## src/rtl/riscv_test_pkg.sv

```systemverilog
// Shared types and constants for the ISA regression sequencer.
package riscv_test_pkg;

  typedef enum logic [2:0] {
    ST_IDLE  = 3'd0,
    ST_LOAD  = 3'd1,
    ST_RESET = 3'd2,
    ST_RUN   = 3'd3,
    ST_DRAIN = 3'd4,
    ST_CHECK = 3'd5,
    ST_DONE  = 3'd6
  } state_t;

  localparam logic [4:0]  REG_A0            = 5'd10;
  localparam logic [4:0]  REG_A7            = 5'd17;
  localparam logic [31:0] EXIT_CODE_DEF     = 32'h0000_005d;
  localparam logic [31:0] TIMEOUT_FAIL_CODE = 32'hFFFF_FFFF;

endpackage

```

## src/rtl/riscv_test_reg_shadow.sv

```systemverilog
// Tracks the last values written to a7 and a0 through the regfile writeback port.
module riscv_test_reg_shadow
  import riscv_test_pkg::*;
(
  input  logic        clk_i,
  input  logic        rst_i,
  input  logic        clr,
  input  logic        en_a7,
  input  logic        en_a0,
  input  logic        wb_valid,
  input  logic [4:0]  wb_rd,
  input  logic [31:0] wb_data,
  output logic [31:0] a7,
  output logic [31:0] a0
);

  // Shadow registers; the two enables are separate so a7 can freeze while a0 still updates
  always_ff @(posedge clk_i or posedge rst_i) begin
    if (rst_i) begin
      a7 <= 32'd0;
      a0 <= 32'd0;
    end else if (clr) begin
      a7 <= 32'd0;
      a0 <= 32'd0;
    end else begin
      if (en_a7 && wb_valid && (wb_rd == REG_A7)) begin
        a7 <= wb_data;
      end
      if (en_a0 && wb_valid && (wb_rd == REG_A0)) begin
        a0 <= wb_data;
      end
    end
  end

endmodule

```

## src/rtl/riscv_test_sequencer.sv

```systemverilog
// Runs a list of compliance images through the core: load, reset, run to the
// a7 exit convention, drain, then judge pass/fail from a0 under a watchdog.
module riscv_test_sequencer
  import riscv_test_pkg::*;
#(
  parameter int          NUM_TESTS    = 46,
  parameter int          IDX_W        = 6,
  parameter int          TIMEOUT_CYC  = 1500000,
  parameter int          DRAIN_CYC    = 5,
  parameter int          RST_CYC      = 2,
  parameter logic [31:0] EXIT_CODE    = EXIT_CODE_DEF,
  parameter int          STOP_ON_FAIL = 1
) (
  input  logic             clk_i,
  input  logic             rst_i,
  input  logic             start_i,
  output logic             load_req_o,
  output logic [IDX_W-1:0] load_idx_o,
  input  logic             load_done_i,
  output logic             core_rst_o,
  input  logic             wb_valid_i,
  input  logic [4:0]       wb_rd_i,
  input  logic [31:0]      wb_data_i,
  output logic             busy_o,
  output logic             done_o,
  output logic             result_valid_o,
  output logic             result_pass_o,
  output logic [IDX_W-1:0] result_idx_o,
  output logic [31:0]      fail_code_o,
  output logic [IDX_W:0]   pass_cnt_o,
  output logic [IDX_W:0]   fail_cnt_o,
  output logic             timeout_o
);

  localparam int CW = IDX_W + 1;

  state_t           state;
  state_t           state_nxt;
  logic [IDX_W-1:0] idx;
  logic [31:0]      cnt;
  logic [31:0]      wd;
  logic [31:0]      a7;
  logic [31:0]      a0;
  logic             exit_hit;
  logic             wd_hit;
  logic             judge_pass;
  logic             last_test;
  logic             start_fire;
  logic             check_fire;
  logic             to_fire;

  riscv_test_reg_shadow u_shadow (
    .clk_i    (clk_i),
    .rst_i    (rst_i),
    .clr      (state == ST_LOAD),
    .en_a7    (state == ST_RUN),
    .en_a0    ((state == ST_RUN) || (state == ST_DRAIN)),
    .wb_valid (wb_valid_i),
    .wb_rd    (wb_rd_i),
    .wb_data  (wb_data_i),
    .a7       (a7),
    .a0       (a0)
  );

  assign exit_hit   = (a7 == EXIT_CODE);
  assign wd_hit     = (wd == 32'(TIMEOUT_CYC - 1));
  assign judge_pass = (a0 == 32'd0);
  assign last_test  = (idx == IDX_W'(NUM_TESTS - 1));
  assign start_fire = ((state == ST_IDLE) || (state == ST_DONE)) && start_i;
  assign check_fire = (state == ST_CHECK);
  assign to_fire    = (state == ST_RUN) && !exit_hit && wd_hit;

  // Next-state logic; exit detect is tested before the watchdog so it wins a tie
  always_comb begin
    state_nxt = state;
    case (state)
      ST_IDLE, ST_DONE: begin
        if (start_i) state_nxt = ST_LOAD;
        else         state_nxt = state;
      end
      ST_LOAD: begin
        if (load_done_i) state_nxt = ST_RESET;
        else             state_nxt = ST_LOAD;
      end
      ST_RESET: begin
        if (cnt == 32'(RST_CYC - 1)) state_nxt = ST_RUN;
        else                         state_nxt = ST_RESET;
      end
      ST_RUN: begin
        if (exit_hit)    state_nxt = ST_DRAIN;
        else if (wd_hit) state_nxt = ST_DONE;
        else             state_nxt = ST_RUN;
      end
      ST_DRAIN: begin
        if (cnt == 32'(DRAIN_CYC - 1)) state_nxt = ST_CHECK;
        else                           state_nxt = ST_DRAIN;
      end
      ST_CHECK: begin
        if (!judge_pass && (STOP_ON_FAIL != 0)) state_nxt = ST_DONE;
        else if (last_test)                     state_nxt = ST_DONE;
        else                                    state_nxt = ST_LOAD;
      end
      default: state_nxt = ST_IDLE;
    endcase
  end

  // State, phase counter and watchdog
  always_ff @(posedge clk_i or posedge rst_i) begin
    if (rst_i) begin
      state <= ST_IDLE;
      cnt   <= 32'd0;
      wd    <= 32'd0;
    end else begin
      state <= state_nxt;
      cnt   <= (state_nxt != state) ? 32'd0 : cnt + 32'd1;
      wd    <= (state == ST_RUN) ? wd + 32'd1 : 32'd0;
    end
  end

  // Run bookkeeping; results register on the edge leaving CHECK or the timed-out RUN
  always_ff @(posedge clk_i or posedge rst_i) begin
    if (rst_i) begin
      idx            <= '0;
      result_valid_o <= 1'b0;
      result_pass_o  <= 1'b0;
      result_idx_o   <= '0;
      fail_code_o    <= 32'd0;
      pass_cnt_o     <= '0;
      fail_cnt_o     <= '0;
      timeout_o      <= 1'b0;
    end else begin
      result_valid_o <= check_fire || to_fire;
      result_pass_o  <= check_fire && judge_pass;
      if (start_fire) begin
        idx         <= '0;
        fail_code_o <= 32'd0;
        pass_cnt_o  <= '0;
        fail_cnt_o  <= '0;
        timeout_o   <= 1'b0;
      end
      if (check_fire) begin
        result_idx_o <= idx;
        if (judge_pass) begin
          pass_cnt_o <= pass_cnt_o + CW'(1);
        end else begin
          fail_cnt_o  <= fail_cnt_o + CW'(1);
          fail_code_o <= a0;
        end
        if (state_nxt == ST_LOAD) idx <= idx + IDX_W'(1);
      end
      if (to_fire) begin
        result_idx_o <= idx;
        fail_cnt_o   <= fail_cnt_o + CW'(1);
        fail_code_o  <= TIMEOUT_FAIL_CODE;
        timeout_o    <= 1'b1;
      end
    end
  end

  assign load_req_o = (state == ST_LOAD);
  assign load_idx_o = idx;
  assign core_rst_o = !((state == ST_RUN) || (state == ST_DRAIN));
  assign busy_o     = (state == ST_LOAD) || (state == ST_RESET) || (state == ST_RUN) ||
                      (state == ST_DRAIN) || (state == ST_CHECK);
  assign done_o     = (state == ST_DONE);

endmodule

```

## config.mk

```make
export PLATFORM = sky130hd
export DESIGN_NAME = riscv_test_sequencer
export DESIGN_NICKNAME = d
export VERILOG_FILES = /design/src/rtl/riscv_test_pkg.sv /design/src/rtl/riscv_test_reg_shadow.sv /design/src/rtl/riscv_test_sequencer.sv
export SDC_FILE = /design/constraint.sdc
export NUM_CORES = 1
export LEC_CHECK = 0
export CORE_MARGIN = 4
export CORE_UTILIZATION = 45
export DETAILED_ROUTE_END_ITERATION = 8
export PLACE_DENSITY = 0.68
export SYNTH_ARGS = -nofsm -noshare
export SYNTH_HDL_FRONTEND = slang
export SYNTH_SLANG_ARGS = --single-unit
export TNS_END_PERCENT = 50
```

## constraint.sdc

```tcl
create_clock -name clk_i -period 7.2 [get_ports clk_i]
set_input_delay 1.44 -clock clk_i [delete_from_list [all_inputs] [get_ports clk_i]]
set_output_delay 1.44 -clock clk_i [all_outputs]
set_load 0.005 [all_outputs]
```

==> summary.md <==
| Metric | Value |
|---|---|
| Post-DP HPWL | `14000 um` |
| CTS resizes | `0` |
| Final-report setup violation count | `0` |
| Netlist cell types | `46` |
| Leak | `5.19 nW` |
| # Max-Cap Violations | `0` |
| Layout area overhead | `20.2%` |
| Initial antenna violation count | `0` |
| Wire per inst | `16.1 um` |
| Fill cell count | `1749` |
| PD cells | `297 nW/um^2` |
| Share of layout cells above drive strength 1 | `9.01%` |
| #FFs+latches synth | `192` |
| Post-route antenna net violation count | `0` |
| Slew Limit Fails | `0` |
| Crit path kind | `flop to output pin` |
| Final WL | `21100 um` |
| Hold endpoint | `wd[0]` |
| Worst-path maximum fanout | `66` |
| Inst Count DP | `1276` |
| Final nets | `1078` |
| Largest net degree at the start of global routing | `81` |
| Flop2flop setup slack | `3.63 ns` |
| FF/Latch Area | `4800 sq um` |
| Cells after Synth | `947` |
| Grt total ovfl | `0` |
| Drt pass-1 iters | `4` |
| Avg Inst Size Synth | `9.67 sq um` |
| Area of the multi-input gates | `4110 sq um` |
| Core box area | `19700 sq um` |
| RSZ-0062 raised after global routing | `no` |
| Critical hold path startpoint | `wd[0]` |
| Critical-path top delay cell | `clkdlybuf4s50_1` |
| Max stage delay on crit path | `0.64 ns` |
| Asr flop ratio synth | `100%` |
| I/O pin count | `107` |
| WHS Path Cells | `1` |
| H-tree Lvls | `4` |
| GP Congestion | `0.782` |
| Final std cells w/o fill | `1308` |
| Total CTS buffers | `17` |
| Seq/Total Area, Yosys | `52.5%` |
| Final period utilization | `57.3%` |
| Setup TNS | `0 ns` |
| Post-Syn Area | `9160 sq um` |
| Slew @ Worst Pin | `1.21 ns` |
| Worst hold path type | `flop to flop` |
| Layout Utilization | `55.8%` |
| # port buffers | `106` |
| Row count | `51` |
| Dpl cell area | `10400 sq um` |
| Setup Buffers After CTS | `0` |
| Number of global-route vias before repair | `6705` |
| Crit. End Element | `output pin` |
| Tmin final | `4.13 ns` |
| Rel. slew slack | `19.1%` |
| Residual DRC | `0` |
| Post-Syn Nets | `995` |
| Critical path, cell by cell | `inv_1 > nor3_2 > buf_4 > clkdlybuf4s50_1` |
| CTS tree | `yes` |
| Final Hold Vio Count | `0` |
| Tot GR Track Use | `19.4%` |
| Diode count | `0` |
| Worst Setup Start Kind | `flop` |
| CTS root buf | `clkbuf_16` |
| Predominant post-synthesis flop cell | `dfrtp_1` |
| RR Startpoint | `wd[19]` |
| Synth warn | `0` |
| Final Skew | `0.0139 ns` |
| Die width | `151 um` |
| RR Endpoint | `cnt[7]` |
| Design area | `11000 sq um` |
| Fmax | `0.242 GHz` |
| Die ar. | `22700 sq um` |
| Post-synth EDFFs | `0` |
| Reg2Reg Depth | `6` |
| Critical Path RT | `5.76 ns` |
| Die Span Y | `151 um` |
| Skew-Pair Late Insertion Delay | `0.43 ns` |
| Status | `complete, no violations` |
| Clock Sinks | `192` |
| Clock slew at reported path FFs | `0.07 ns` |
| Cts hold-fix bufs | `0` |
| Wire length of the first global-routing pass | `35000 um` |
| CP arrival | `2.69 ns` |
| Vias/cell | `5.38` |
| Clock Tree Buf Depth | `2` |
| Initial core utilization | `46.4%` |
| First-iteration detailed-routing DRC count | `404` |
| DR vias | `7039` |
| VDD IR max | `0.000154 V` |
worst max-delay path, delay by kind of cell (launching register included):
kind	cells	cell delay, ns
flops	1	0.62
buf+inv	3	1.41
simple gates	1	0.18
cell type report:
type	instances	share of cell area (%)
clock buffer	18	3.99
tap	265	3.01
multi-input combinational	688	37.3
inverter	15	0.579
clock inverter	14	1.12
sequential	192	43.6
timing repair buffer	116	10.3
cells by family (layout without fill, tap and decap cells):
kind of cell,count (synthesis),after routing,share of synthesized area [%]
flops,192,192,52.5
compound gates,136,136,10.2
mux,47,47,5.26
buf+inv,67,163,3.10
xor+xnor,61,61,5.83
simple gates,438,438,22.3
fa+ha+maj,6,6,0.820
cell usage in the layout, fill, tap and decap left out, types with 3 or more instances in the layout:
| cell | instances |
|---|---|
| nand2_1 | 200 |
| dfrtp_1 | 192 |
| clkdlybuf4s50_1 | 106 |
| nor2_1 | 80 |
| o21ai_0 | 48 |
| a21oi_1 | 43 |
| mux2i_1 | 38 |
| nand3_1 | 33 |
| xor2_1 | 32 |
| xnor2_1 | 29 |
| a211oi_2 | 28 |
| nor4_1 | 27 |
| nand4_1 | 22 |
| clkbuf_16 | 17 |
| inv_1 | 14 |
| and3_1 | 13 |
| nor3_1 | 10 |
| buf_4 | 10 |
| or3_1 | 9 |
| mux2_2 | 9 |
| and2_1 | 8 |
| and4_1 | 7 |
| nor2b_1 | 6 |
| ha_1 | 6 |
| clkinvlp_4 | 5 |
| inv_8 | 4 |
| nor4b_1 | 3 |
| or2_2 | 3 |
| a211oi_1 | 3 |
| clkinv_4 | 3 |
| inv_6 | 3 |
report_power, final:
part,switching [mW],total (mW),internal (mW)
clock network,0.446,0.909,0.463
registers,0.159,1.42,1.26
logic,0.566,0.948,0.382
total,1.17,3.27,2.10
routing by layer:
metal | track usage [%] | vias to the layer above | wire, um
met3 | 3.88 | 16 | 880
met1 | 28.3 | 3477 | 10100
met4 | 4.76 | 0 | 180
met5 | 0 | - | 0
li1 | - | 3427 | -
met2 | 29.8 | 119 | 9930
cells in the mapped netlist, types with 3 or more instances:
| cell | number | area (sq um) |
|---|---|---|
| dfrtp_1 | 192 | 4800 |
| buf_1 | 3 | 11.3 |
| and4_1 | 7 | 61.3 |
| a21oi_1 | 43 | 215 |
| or3_1 | 9 | 56.3 |
| a211oi_2 | 28 | 350 |
| nor2_1 | 81 | 304 |
| ha_1 | 6 | 75.1 |
| nor4b_1 | 4 | 35.0 |
| xor2_1 | 32 | 280 |
| nand3_1 | 33 | 165 |
| nand2_1 | 200 | 751 |
| mux2_2 | 9 | 101 |
| o21ai_0 | 48 | 240 |
| mux2i_1 | 38 | 380 |
| nor3_1 | 11 | 55.1 |
| and2_1 | 8 | 50.1 |
| and3_1 | 13 | 81.3 |
| buf_6 | 4 | 45.0 |
| a211oi_1 | 3 | 22.5 |
| inv_1 | 15 | 56.3 |
| nor2b_1 | 6 | 37.5 |
| or2_2 | 3 | 18.8 |
| nor4_1 | 28 | 175 |
| xnor2_1 | 29 | 254 |
| clkbuf_1 | 43 | 161 |
| nand4_1 | 22 | 138 |
through the flow:
stage / total power, mW / setup WS (ns) / hold slack, ns
floorplan: 1.99 / 0.533 / 0.455
CTS: 3.31 / 3.04 / 0.498
global placement: 2.37 / 3.21 / 0.466
detailed placement: 2.39 / 3.20 / 0.488
finish: 3.27 / 3.07 / 0.492
global route: 3.48 / 2.87 / 0.524
state kept, by name (all words and copies together) (netlist names):
name            flops
cnt                32
fail_cnt_o          7
fail_code_o        32
load_idx_o          6
pass_cnt_o          7
result_idx_o        6
result_pass_o       1
result_valid_o      1
state               3
timeout_o           1
u_shadow.a0        32
u_shadow.a7        32
wd                 32
how the worst max path moves through the flow:
stage                                 end  slack (ns)       start  cells after the start
final                          load_req_o        3.07    state[0]                      4
after global routing           load_req_o        2.87    state[0]                      4
after CTS                      load_req_o        3.04    state[0]                      4
after detailed placement  u_shadow.a7[18]        3.20  wb_rd_i[4]                      5
after global placement    u_shadow.a7[15]        3.21  wb_rd_i[4]                      5
after floorplan                    cnt[0]        0.53       rst_i                      1
No activity file was read; power rests on OpenSTA's default activity.
